[config.mk]
export PLATFORM = sky130hd
export DESIGN_NAME = uart_mmio_bridge_flat
export DESIGN_NICKNAME = d
export VERILOG_FILES = /design/src/rtl/uart_mmio_bridge_if.sv /design/src/rtl/uart_mmio_bridge.sv /design/src/flat_wrapper.sv
export SDC_FILE = /design/constraint.sdc
export NUM_CORES = 1
export LEC_CHECK = 0
export BUFFER_PORTS_ARGS = -buffer_cell sky130_fd_sc_hd__buf_2
export CORE_MARGIN = 4
export CORE_UTILIZATION = 50
export CTS_CLUSTER_SIZE = 16
export DETAILED_ROUTE_END_ITERATION = 10
export PLACE_DENSITY = 0.74
export SLEW_MARGIN = 20
export SYNTH_ARGS = -nofsm -noshare
export SYNTH_HDL_FRONTEND = slang
export SYNTH_SLANG_ARGS = --single-unit
[constraint.sdc]
create_clock -name sysclk -period 5.1 [get_ports sysclk]
set_clock_uncertainty 0.1 [all_clocks]
set_input_delay 1.53 -clock sysclk [delete_from_list [all_inputs] [get_ports sysclk]]
set_output_delay 1.53 -clock sysclk [all_outputs]
set_load 0.005 [all_outputs]
[src/rtl/uart_mmio_bridge_if.sv]
// CPU register bus plus the uart-side byte handshake of the bridge.
// The bridge uses the slave modport and the CPU/uart side uses master.
interface uart_mmio_bridge_if;
   logic        cs;
   logic        rd;
   logic        wr;
   logic [1:0]  addr;
   logic [31:0] wdata;
   logic [31:0] rdata;
   logic        irq;
   logic [7:0]  tx_data;
   logic        tx_enable;
   logic        tx_status;
   logic [7:0]  rx_data;
   logic        rx_status;
   logic        rx_enable;

   modport slave (
      input  cs, rd, wr, addr, wdata, tx_status, rx_data, rx_status,
      output rdata, irq, tx_data, tx_enable, rx_enable
   );

   modport master (
      output cs, rd, wr, addr, wdata, tx_status, rx_data, rx_status,
      input  rdata, irq, tx_data, tx_enable, rx_enable
   );
endinterface

[src/rtl/uart_mmio_bridge.sv]
// Register front end for the uart block: TX FIFO feeding a launch sequencer,
// RX capture FIFO, sticky error flags, control bits and a level interrupt.
module uart_mmio_bridge #(
   parameter int TX_DEPTH     = 4,
   parameter int RX_DEPTH     = 4,
   parameter int BUSY_TIMEOUT = 1023
) (
   input  logic              sysclk,
   input  logic              reset_n,
   uart_mmio_bridge_if.slave bus
);
   localparam int TXAW = $clog2(TX_DEPTH);
   localparam int RXAW = $clog2(RX_DEPTH);
   localparam int CNTW = $clog2(BUSY_TIMEOUT + 1);
   localparam logic [TXAW:0]   TX_CNT_FULL = (TXAW + 1)'(TX_DEPTH);
   localparam logic [RXAW:0]   RX_CNT_FULL = (RXAW + 1)'(RX_DEPTH);
   localparam logic [CNTW-1:0] CNT_LIMIT   = CNTW'(BUSY_TIMEOUT);
   localparam logic [1:0] A_TXD  = 2'd0;
   localparam logic [1:0] A_RXD  = 2'd1;
   localparam logic [1:0] A_STAT = 2'd2;
   localparam logic [1:0] A_CTRL = 2'd3;

   typedef enum logic [1:0] {
      S_IDLE      = 2'd0,
      S_LAUNCH    = 2'd1,
      S_WAIT_BUSY = 2'd2,
      S_WAIT_DONE = 2'd3
   } tx_state_e;

   tx_state_e       state_q, state_d;
   logic [7:0]      tx_mem_q [TX_DEPTH];
   logic [7:0]      tx_mem_d [TX_DEPTH];
   logic [TXAW-1:0] tx_wp_q, tx_wp_d, tx_rp_q, tx_rp_d;
   logic [TXAW:0]   tx_cnt_q, tx_cnt_d;
   logic [7:0]      rx_mem_q [RX_DEPTH];
   logic [7:0]      rx_mem_d [RX_DEPTH];
   logic [RXAW-1:0] rx_wp_q, rx_wp_d, rx_rp_q, rx_rp_d;
   logic [RXAW:0]   rx_cnt_q, rx_cnt_d;
   logic [CNTW-1:0] to_cnt_q, to_cnt_d;
   logic [7:0]      tx_data_q, tx_data_d;
   logic            tx_enable_q, tx_enable_d;
   logic            rx_enable_q, rx_enable_d;
   logic            irq_q, irq_d;
   logic [1:0]      txs_sync_q, txs_sync_d, rxs_sync_q, rxs_sync_d;
   logic            rxs_prev_q, rxs_prev_d;
   logic            rx_ovr_q, rx_ovr_d, tx_ovf_q, tx_ovf_d, tx_err_q, tx_err_d;
   logic [1:0]      ctrl_q, ctrl_d;

   logic        rd_sel_s, wr_sel_s, txs_s, rx_event_s;
   logic        tx_full_s, tx_empty_s, rx_full_s, rx_empty_s, tx_idle_s;
   logic        tx_push_s, tx_pop_s, rx_push_s, rx_pop_s, tx_err_set_s, rx_ovr_set_s;
   logic [31:0] stat_s, rdata_s;

   // Bus decode, FIFO status and the two-flop input synchronisers.
   always_comb begin
      rd_sel_s   = bus.cs & bus.rd;
      wr_sel_s   = bus.cs & bus.wr;
      txs_s      = txs_sync_q[1];
      rx_event_s = rxs_sync_q[1] & ~rxs_prev_q;
      tx_full_s  = (tx_cnt_q == TX_CNT_FULL);
      tx_empty_s = (tx_cnt_q == '0);
      rx_full_s  = (rx_cnt_q == RX_CNT_FULL);
      rx_empty_s = (rx_cnt_q == '0);
      tx_idle_s  = tx_empty_s & (state_q == S_IDLE);
      txs_sync_d = {txs_sync_q[0], bus.tx_status};
      rxs_sync_d = {rxs_sync_q[0], bus.rx_status};
      rxs_prev_d = rxs_sync_q[1];
      rx_enable_d = 1'b1;
   end

   // TX FIFO and launch sequencer; a full FIFO drops the write even if a pop coincides.
   always_comb begin
      state_d      = state_q;
      tx_data_d    = tx_data_q;
      to_cnt_d     = to_cnt_q;
      tx_err_set_s = 1'b0;
      tx_pop_s     = 1'b0;
      tx_mem_d     = tx_mem_q;
      tx_push_s    = wr_sel_s & (bus.addr == A_TXD) & ~tx_full_s;
      case (state_q)
         S_IDLE: begin
            if (!tx_empty_s) begin
               tx_pop_s  = 1'b1;
               tx_data_d = tx_mem_q[tx_rp_q];
               state_d   = S_LAUNCH;
            end else begin
               state_d = S_IDLE;
            end
         end
         S_LAUNCH: begin
            to_cnt_d = '0;
            state_d  = S_WAIT_BUSY;
         end
         S_WAIT_BUSY: begin
            if (!txs_s) begin
               state_d = S_WAIT_DONE;
            end else if (to_cnt_q == CNT_LIMIT) begin
               tx_err_set_s = 1'b1;
               state_d      = S_IDLE;
            end else begin
               to_cnt_d = to_cnt_q + CNTW'(1);
            end
         end
         S_WAIT_DONE: begin
            if (txs_s) begin
               state_d = S_IDLE;
            end else begin
               state_d = S_WAIT_DONE;
            end
         end
         default: state_d = S_IDLE;
      endcase
      if (tx_push_s) begin
         tx_mem_d[tx_wp_q] = bus.wdata[7:0];
      end else begin
         tx_mem_d[tx_wp_q] = tx_mem_q[tx_wp_q];
      end
      tx_wp_d     = tx_wp_q + TXAW'(tx_push_s);
      tx_rp_d     = tx_rp_q + TXAW'(tx_pop_s);
      tx_cnt_d    = tx_cnt_q + (TXAW + 1)'(tx_push_s) - (TXAW + 1)'(tx_pop_s);
      tx_enable_d = (state_d == S_LAUNCH);
   end

   // RX FIFO: a capture into a full FIFO survives only when a read frees a slot that edge.
   always_comb begin
      rx_mem_d     = rx_mem_q;
      rx_pop_s     = rd_sel_s & (bus.addr == A_RXD) & ~rx_empty_s;
      rx_push_s    = rx_event_s & (~rx_full_s | rx_pop_s);
      rx_ovr_set_s = rx_event_s & rx_full_s & ~rx_pop_s;
      if (rx_push_s) begin
         rx_mem_d[rx_wp_q] = bus.rx_data;
      end else begin
         rx_mem_d[rx_wp_q] = rx_mem_q[rx_wp_q];
      end
      rx_wp_d  = rx_wp_q + RXAW'(rx_push_s);
      rx_rp_d  = rx_rp_q + RXAW'(rx_pop_s);
      rx_cnt_d = rx_cnt_q + (RXAW + 1)'(rx_push_s) - (RXAW + 1)'(rx_pop_s);
   end

   // Sticky flags (set beats a simultaneous clear), control bits and the next irq level.
   always_comb begin
      rx_ovr_d = rx_ovr_q;
      tx_ovf_d = tx_ovf_q;
      tx_err_d = tx_err_q;
      ctrl_d   = ctrl_q;
      if (wr_sel_s && (bus.addr == A_STAT)) begin
         rx_ovr_d = rx_ovr_q & ~bus.wdata[3];
         tx_ovf_d = tx_ovf_q & ~bus.wdata[4];
         tx_err_d = tx_err_q & ~bus.wdata[5];
      end else if (wr_sel_s && (bus.addr == A_CTRL)) begin
         ctrl_d = bus.wdata[1:0];
      end else begin
         ctrl_d = ctrl_q;
      end
      rx_ovr_d = rx_ovr_d | rx_ovr_set_s;
      tx_ovf_d = tx_ovf_d | (wr_sel_s & (bus.addr == A_TXD) & tx_full_s);
      tx_err_d = tx_err_d | tx_err_set_s;
      irq_d    = (ctrl_d[0] & (rx_cnt_d != '0))
               | (ctrl_d[1] & (tx_cnt_d == '0) & (state_d == S_IDLE));
   end

   // Combinational read mux.
   always_comb begin
      stat_s  = {26'd0, tx_err_q, tx_ovf_q, rx_ovr_q, tx_idle_s, tx_full_s, ~rx_empty_s};
      rdata_s = 32'd0;
      if (rd_sel_s) begin
         case (bus.addr)
            A_RXD:   rdata_s = rx_empty_s ? 32'd0 : {24'd0, rx_mem_q[rx_rp_q]};
            A_STAT:  rdata_s = stat_s;
            A_CTRL:  rdata_s = {30'd0, ctrl_q};
            default: rdata_s = 32'd0;
         endcase
      end else begin
         rdata_s = 32'd0;
      end
   end

   // State registers.
   always_ff @(posedge sysclk or negedge reset_n) begin
      if (!reset_n) begin
         state_q     <= S_IDLE;
         for (int i = 0; i < TX_DEPTH; i++) tx_mem_q[i] <= 8'd0;
         for (int i = 0; i < RX_DEPTH; i++) rx_mem_q[i] <= 8'd0;
         tx_wp_q     <= '0;
         tx_rp_q     <= '0;
         tx_cnt_q    <= '0;
         rx_wp_q     <= '0;
         rx_rp_q     <= '0;
         rx_cnt_q    <= '0;
         to_cnt_q    <= '0;
         tx_data_q   <= 8'd0;
         tx_enable_q <= 1'b0;
         rx_enable_q <= 1'b0;
         irq_q       <= 1'b0;
         txs_sync_q  <= 2'b00;
         rxs_sync_q  <= 2'b00;
         rxs_prev_q  <= 1'b0;
         rx_ovr_q    <= 1'b0;
         tx_ovf_q    <= 1'b0;
         tx_err_q    <= 1'b0;
         ctrl_q      <= 2'b00;
      end else begin
         state_q     <= state_d;
         tx_mem_q    <= tx_mem_d;
         rx_mem_q    <= rx_mem_d;
         tx_wp_q     <= tx_wp_d;
         tx_rp_q     <= tx_rp_d;
         tx_cnt_q    <= tx_cnt_d;
         rx_wp_q     <= rx_wp_d;
         rx_rp_q     <= rx_rp_d;
         rx_cnt_q    <= rx_cnt_d;
         to_cnt_q    <= to_cnt_d;
         tx_data_q   <= tx_data_d;
         tx_enable_q <= tx_enable_d;
         rx_enable_q <= rx_enable_d;
         irq_q       <= irq_d;
         txs_sync_q  <= txs_sync_d;
         rxs_sync_q  <= rxs_sync_d;
         rxs_prev_q  <= rxs_prev_d;
         rx_ovr_q    <= rx_ovr_d;
         tx_ovf_q    <= tx_ovf_d;
         tx_err_q    <= tx_err_d;
         ctrl_q      <= ctrl_d;
      end
   end

   assign bus.rdata     = rdata_s;
   assign bus.irq       = irq_q;
   assign bus.tx_data   = tx_data_q;
   assign bus.tx_enable = tx_enable_q;
   assign bus.rx_enable = rx_enable_q;
endmodule

[src/flat_wrapper.sv]
// flat-port wrapper written by rule: the top's interface ports become plain ports
module uart_mmio_bridge_flat 
#(
   parameter int TX_DEPTH     = 4,
   parameter int RX_DEPTH     = 4,
   parameter int BUSY_TIMEOUT = 1023
)
  (sysclk, reset_n, bus_cs, bus_rd, bus_wr, bus_addr, bus_wdata, bus_tx_status, bus_rx_data, bus_rx_status, bus_rdata, bus_irq, bus_tx_data, bus_tx_enable, bus_rx_enable);
  uart_mmio_bridge_if bus_i ();
  input  logic sysclk;
  input  logic reset_n;
  input wire logic [$bits(bus_i.cs)-1:0] bus_cs;
  input wire logic [$bits(bus_i.rd)-1:0] bus_rd;
  input wire logic [$bits(bus_i.wr)-1:0] bus_wr;
  input wire logic [$bits(bus_i.addr)-1:0] bus_addr;
  input wire logic [$bits(bus_i.wdata)-1:0] bus_wdata;
  input wire logic [$bits(bus_i.tx_status)-1:0] bus_tx_status;
  input wire logic [$bits(bus_i.rx_data)-1:0] bus_rx_data;
  input wire logic [$bits(bus_i.rx_status)-1:0] bus_rx_status;
  output wire logic [$bits(bus_i.rdata)-1:0] bus_rdata;
  output wire logic [$bits(bus_i.irq)-1:0] bus_irq;
  output wire logic [$bits(bus_i.tx_data)-1:0] bus_tx_data;
  output wire logic [$bits(bus_i.tx_enable)-1:0] bus_tx_enable;
  output wire logic [$bits(bus_i.rx_enable)-1:0] bus_rx_enable;
  assign bus_i.cs = bus_cs;
  assign bus_i.rd = bus_rd;
  assign bus_i.wr = bus_wr;
  assign bus_i.addr = bus_addr;
  assign bus_i.wdata = bus_wdata;
  assign bus_i.tx_status = bus_tx_status;
  assign bus_i.rx_data = bus_rx_data;
  assign bus_i.rx_status = bus_rx_status;
  assign bus_rdata = bus_i.rdata;
  assign bus_irq = bus_i.irq;
  assign bus_tx_data = bus_i.tx_data;
  assign bus_tx_enable = bus_i.tx_enable;
  assign bus_rx_enable = bus_i.rx_enable;
  uart_mmio_bridge #(.TX_DEPTH(TX_DEPTH), .RX_DEPTH(RX_DEPTH), .BUSY_TIMEOUT(BUSY_TIMEOUT)) u_core (.sysclk(sysclk), .reset_n(reset_n), .bus(bus_i));
endmodule
==> flow_metrics.tcl, run 1 <==
set metrics [dict create \
    status "finished, final reports clean" \
    place_congestion 0.790 \
    max-cap-violations 0 \
    num_io_pins 92 \
    crit_type "in -> out" \
    finalSetupViolCount 0 \
    cp-end-kind "output pin" \
    area_growth_pct 10.2 \
    seq_area_frac_synth_pct 49.2 \
    drc 0 \
    clock_latency_ns 0.34 \
    timing.critical_path.fanout_max 8 \
    overflow 0 \
    place_hpwl_um 7570 \
    ir_drop_mv 0.278 \
    async_flop_share_pct 100 \
    path_clk_slew_ns 0.07 \
    yosysTopAreaCell "dfrtp_1" \
    max_slew_margin_pct 47.5 \
    cts_resized 0 \
    via_per_inst 5.53 \
    syn_avg_cell_area_um2 12.7 \
    wl_um 10900 \
    powerDensity_nw_per_um2 627 \
    crit_path_start_kind "input port" \
    setup.worst_path.start "bus_addr[1]" \
    nets 547 \
    rsz0062_at_grt "no" \
    r2r_slack_ns 1.88 \
    synth_area_um2 5650 \
    synth_edf_count 0 \
    reg2reg_depth 13 \
    die_y_um 114 \
    drtIter0Drc 130 \
    die_area_um2 13100 \
    grt_max_degree 60 \
    synth_cell_types 57 \
    hp-class "reg -> reg" \
    track_usage_pct 18.3 \
    finalCriticalPeriod_ns 4.24 \
    leakagePower_nw 2.79 \
    syn_inst 444 \
    ys_warn_count 0 \
    dr_total_vias 3472 \
    cts_tree "built" \
    final_cell_count_no_fill 628 \
    whs_path_depth 0 \
    cts_sinks 111 \
    n_fill_cell 897 \
    cts_hold_buf 0 \
    firstDrtPassIters 4 \
    finalHoldViolations 0 \
    hold_end "u_core.txs_sync_q[1]" \
    detail-route-antenna-nets 0 \
    synthFlopType "dfrtp_1" \
    cts_max_path_buffers 2 \
    fin_ws_ns 0.860 \
    tightest_slew_ns 0.787 \
    drv_slew 0 \
    num_rows 38 \
    cts_buffers 9 \
    place_ws_ns 0.761 \
    post_cts.repair.setup_buffers 0 \
    netlist.area_leader.share_pct 49.2 \
    fin_setup_tns_ns 0 \
    crit_arrival_ns 2.61 \
    cp.required_ns 3.47 \
    synthTopCellsByArea "dfrtp_1, mux4_2, mux2_2, buf_4, mux2i_4" \
    grt_first_pass_wirelength_um 18900 \
    die_w_um 114 \
    final_layout_size_suffix_gt1_share_pct 30.3 \
    dpl.cell_count 614 \
    ctsRootBufferMaster "clkbuf_16" \
    finalCritPeriodShare_pct 83.1 \
    min_from "u_core.txs_sync_q[0]" \
    placeableCoreArea_um2 10900 \
    ctsHtreeMaxLevel 3 \
    antenna_cells 0 \
    fmax_mhz 236 \
    io_buffers 43 \
    antenna_found_initial 0 \
    ys_ff_latch 111 \
    floorplan.initialDensity_pct 51.6 \
    worstReg2RegEnd "u_core.bus.irq" \
    wire_per_inst_um 17.4 \
    fin_worst_hold_slack_ns 0.251 \
    grt_pass1_vias 3610 \
    r2r-start "u_core.rx_cnt_q[2]" \
]
## cells in the mapped netlist, drive strengths merged, types with 2 or more instances
library cell and n:
nand3 6, mux4 24, or4 2, a31oi 2, nand4 6, and4 2, o2bb2ai 4, clkbuf 9
nor2 19, mux2i 14, a21oi 11, xor2 4, o21ai 28, a22oi 5, and3 2, a21o 2
inv 15, nor3 4, and2 5, nand4b 2, nand2 40, xnor2 6, fa 2, nor2b 6
buf 31, nand2b 8, dfrtp 111, mux2 43, nor3b 2, conb 2, o31ai 3, ha 11
## metal layers
metal	vias up	wire length [µm]	share of wire (%)	GRT usage (%)
li1	1634	-	-	-
met3	11	537	4.9	3.38
met1	1735	4910	45	25.8
met2	92	5340	49	29.4
met5	-	0	0	0
met4	0	144	1.3	4.99
## sequential cells by signal, indices dropped and copies added, names as in the netlist, 3 cells and up
| signal | cells |
|---|---|
| u_core.rx_mem_q | 32 |
| u_core.to_cnt_q | 10 |
| u_core.rx_cnt_q | 3 |
| u_core.bus.tx_data | 8 |
| u_core.tx_cnt_q | 3 |
| u_core.tx_mem_q | 32 |
## how the worst max path moves through the flow
| stage | end | slack (ns) | cells after the start |
|---|---|---|---|
| global route | bus_rdata[7] | 0.72 | 7 |
| CTS | bus_rdata[7] | 0.84 | 7 |
| detailed placement | u_core.bus.irq | 0.76 | 14 |
| floorplan | bus_rdata[6] | 1.10 | 4 |
| global placement | u_core.bus.irq | 0.83 | 14 |
| finish | bus_rdata[7] | 0.86 | 7 |
## report_power, final
group          switching [mW]  total [mW]  internal [mW]
logic                   0.709        1.54          0.831
clock network           0.301       0.753          0.452
registers               0.355        1.61           1.26
## area by class of cell
| type | instances | area [µm²] | area share (%) |
|---|---|---|---|
| Tap cell | 140 | 175 | 2.81 |
| Inverter | 15 | 56.3 | 0.905 |
| Multi-Input combinational cell | 301 | 2650 | 42.5 |
| Clock buffer | 11 | 253 | 4.06 |
| Clock inverter | 3 | 67.6 | 1.09 |
| Sequential cell | 111 | 2780 | 44.6 |
| Timing Repair Buffer | 47 | 248 | 3.98 |
## metrics by stage
step | area [µm²] | total power [mW] | util [%]
floorplan | 5730 | 2.79 | -
finish | 6220 | 3.91 | 56.9
global placement | 5900 | 3.06 | 54.0
detailed placement | 5900 | 3.16 | 54.0
global route | 6220 | 4.19 | 56.9
CTS | 6220 | 3.94 | 56.9
## logic make-up after synthesis
family | count (synthesis) | share of synthesized area, %
compound gates | 64 | 7.53
xor+xnor | 10 | 1.55
fa+ha+maj | 13 | 3.15
buf+inv | 55 | 5.47
flops | 111 | 49.2
mux | 81 | 22.4
other cells | 2 | 0.133
simple gates | 108 | 10.6
## worst max-delay path, cell delays in order
cell      delay [ns]
buf_2           0.14
nand2b_2        0.20
nor2_1          0.09
buf_4           0.17
nand3_1         0.21
nor2b_1         0.15
buf_2           0.12
## layout by cell type (no fill, tap or decap), types with 11 or more instances in the layout
cell	Yosys	final
a21oi_1	11	11
buf_2	4	42
conb_1	2	25
dfrtp_1	111	111
ha_1	11	11
inv_1	15	15
mux2_2	43	43
mux4_2	24	24
nand2_1	39	39
nor2_1	19	19
o21ai_1	24	24
(Power assumes the default switching activity.)
==> inputs of run 2 (changes only) <==
==> constraint.sdc (replaced) <==
create_clock -name sysclk -period 4 [get_ports sysclk]
set_clock_uncertainty 0.1 [all_clocks]
set_input_delay 1.2 -clock sysclk [delete_from_list [all_inputs] [get_ports sysclk]]
set_output_delay 1.2 -clock sysclk [all_outputs]
set_load 0.005 [all_outputs]
==> flow_metrics.tcl, run 2 (synthesis gave the netlist of run 1 again) <==
set metrics [dict create \
    fin_setup_tns_ns 0 \
    place_area_um2 5930 \
    grt_pass1_vias 3724 \
    final_area_um2 6230 \
    finalCriticalPeriod_ns 3.58 \
    crit_arrival_ns 2.28 \
    nets 549 \
    critPathSlowestCell "nand2b_2" \
    layout_commonest_cell "dfrtp_1" \
    ctsHtreeMaxLevel 3 \
    wl_um 10900 \
    cts_sinks 111 \
    status "finished, final reports clean" \
    drv_slew 0 \
    timing.critical_path.fanout_max 7 \
    slowest_delay_ns 0.21 \
    area_growth_pct 10.4 \
    place_hpwl_um 7440 \
    finalCritPeriodShare_pct 89.5 \
    worstReg2RegEnd "u_core.bus.irq" \
    finalHoldViolations 0 \
    drtIter0Drc 127 \
    crit_chain "buf_2 > nand2b_2 > nor2_1 > buf_4 > a22oi_1 > nor2_1 > buf_2" \
    num_io_pins 92 \
    ctsRootBufferMaster "clkbuf_16" \
    r2r-start "u_core.tx_cnt_q[1]" \
    total_power_mw 4.96 \
    setup.worst_path.start "bus_addr[1]" \
    r2r_slack_ns 0.93 \
    fmax_mhz 279 \
    overflow 0 \
    whs_path_depth 0 \
    path_clk_slew_ns 0.07 \
    min_from "u_core.rxs_sync_q[0]" \
    leakagePower_nw 2.79 \
    wire_per_inst_um 17.4 \
    io_buffers 43 \
    max_slew_margin_pct 56.3 \
    firstDrtPassIters 4 \
    track_usage_pct 18.3 \
    max-cap-violations 0 \
    cp_top_family "simple AND/OR/NAND/NOR gates" \
    finalSetupViolCount 0 \
    hp-class "reg -> reg" \
    cts_hold_buf 0 \
    layout_common_cells "dfrtp_1, mux2_2, buf_2, nand2_1, conb_1" \
    placeableCoreArea_um2 10900 \
    grt_max_degree 112 \
    cp-end-kind "output pin" \
    ir_drop_mv 0.394 \
    cts_max_path_buffers 2 \
    fin_util_pct 57.0 \
    crit_path_start_kind "input port" \
    grt_first_pass_wirelength_um 18600 \
    cts_resized 0 \
    die_area_um2 13100 \
    rsz0062_at_grt "no" \
    place_congestion 0.764 \
    n_fill_cell 884 \
    powerDensity_nw_per_um2 796 \
    detail-route-antenna-nets 0 \
    cts_buffers 9 \
    cp.required_ns 2.70 \
    largestRegisters "u_core.rx_mem_q x32, u_core.tx_mem_q x32, u_core.to_cnt_q x10" \
    final_layout_size_suffix_gt1_share_pct 30.4 \
    cts_tree "built" \
    place_ws_ns 0.298 \
    antenna_found_initial 0 \
    worst-path-buf-inv 3 \
    tightest_slew_ns 0.655 \
    floorplan.initialDensity_pct 51.6 \
    die_y_um 114 \
    drc 0 \
    post_cts.repair.setup_buffers 0 \
    via_per_inst 5.60 \
    fin_ws_ns 0.419 \
    die_w_um 114 \
    crit_type "in -> out" \
    antenna_cells 0 \
    reg2reg_depth 10 \
    dr_total_vias 3527 \
    clock_latency_ns 0.34 \
    num_rows 38 \
    hold_end "u_core.rxs_sync_q[1]" \
]
## run 2: layout make-up
type | instances | area (µm²) | area share, %
sequential | 111 | 2780 | 44.6
inverter | 15 | 56.3 | 0.903
tap | 140 | 175 | 2.81
clock buffer | 10 | 229 | 3.67
timing repair buffer | 49 | 275 | 4.42
clock inverter | 4 | 72.6 | 1.16
multi-input combinational | 301 | 2650 | 42.5
## run 2: power by group
part / total [mW] / switching [mW] / leakage [nW] / internal [mW]
registers: 2.07 / 0.466 / 1.36 / 1.60
logic: 1.96 / 0.896 / 1.29 / 1.07
clock network: 0.928 / 0.387 / 0.144 / 0.541
total: 4.96 / 1.75 / 2.79 / 3.21
## run 2: metal layers
| layer | track usage (%) | routed length (µm) |
|---|---|---|
| met5 | 0 | 0 |
| met4 | 7.28 | 238 |
| met3 | 2.54 | 444 |
| met2 | 31.0 | 5520 |
| met1 | 23.9 | 4740 |
## run 2: worst max path at each step
stage | cells after the start | endpoint
floorplan | 12 | u_core.bus.irq
global placement | 13 | u_core.bus.irq
detailed placement | 13 | u_core.bus.irq
CTS | 7 | bus_rdata[5]
global route | 6 | bus_rdata[2]
finish | 7 | bus_rdata[5]
## run 2: per-stage QoR
stage | cells | hold WS [ns]
6_report | 630 | 0.248
5_1_grt | 630 | 0.270
4_1_cts | 630 | 0.252
3_5_place_dp | 616 | 0.236
3_3_place_gp | 616 | 0.233
2_1_floorplan | 467 | 0.231
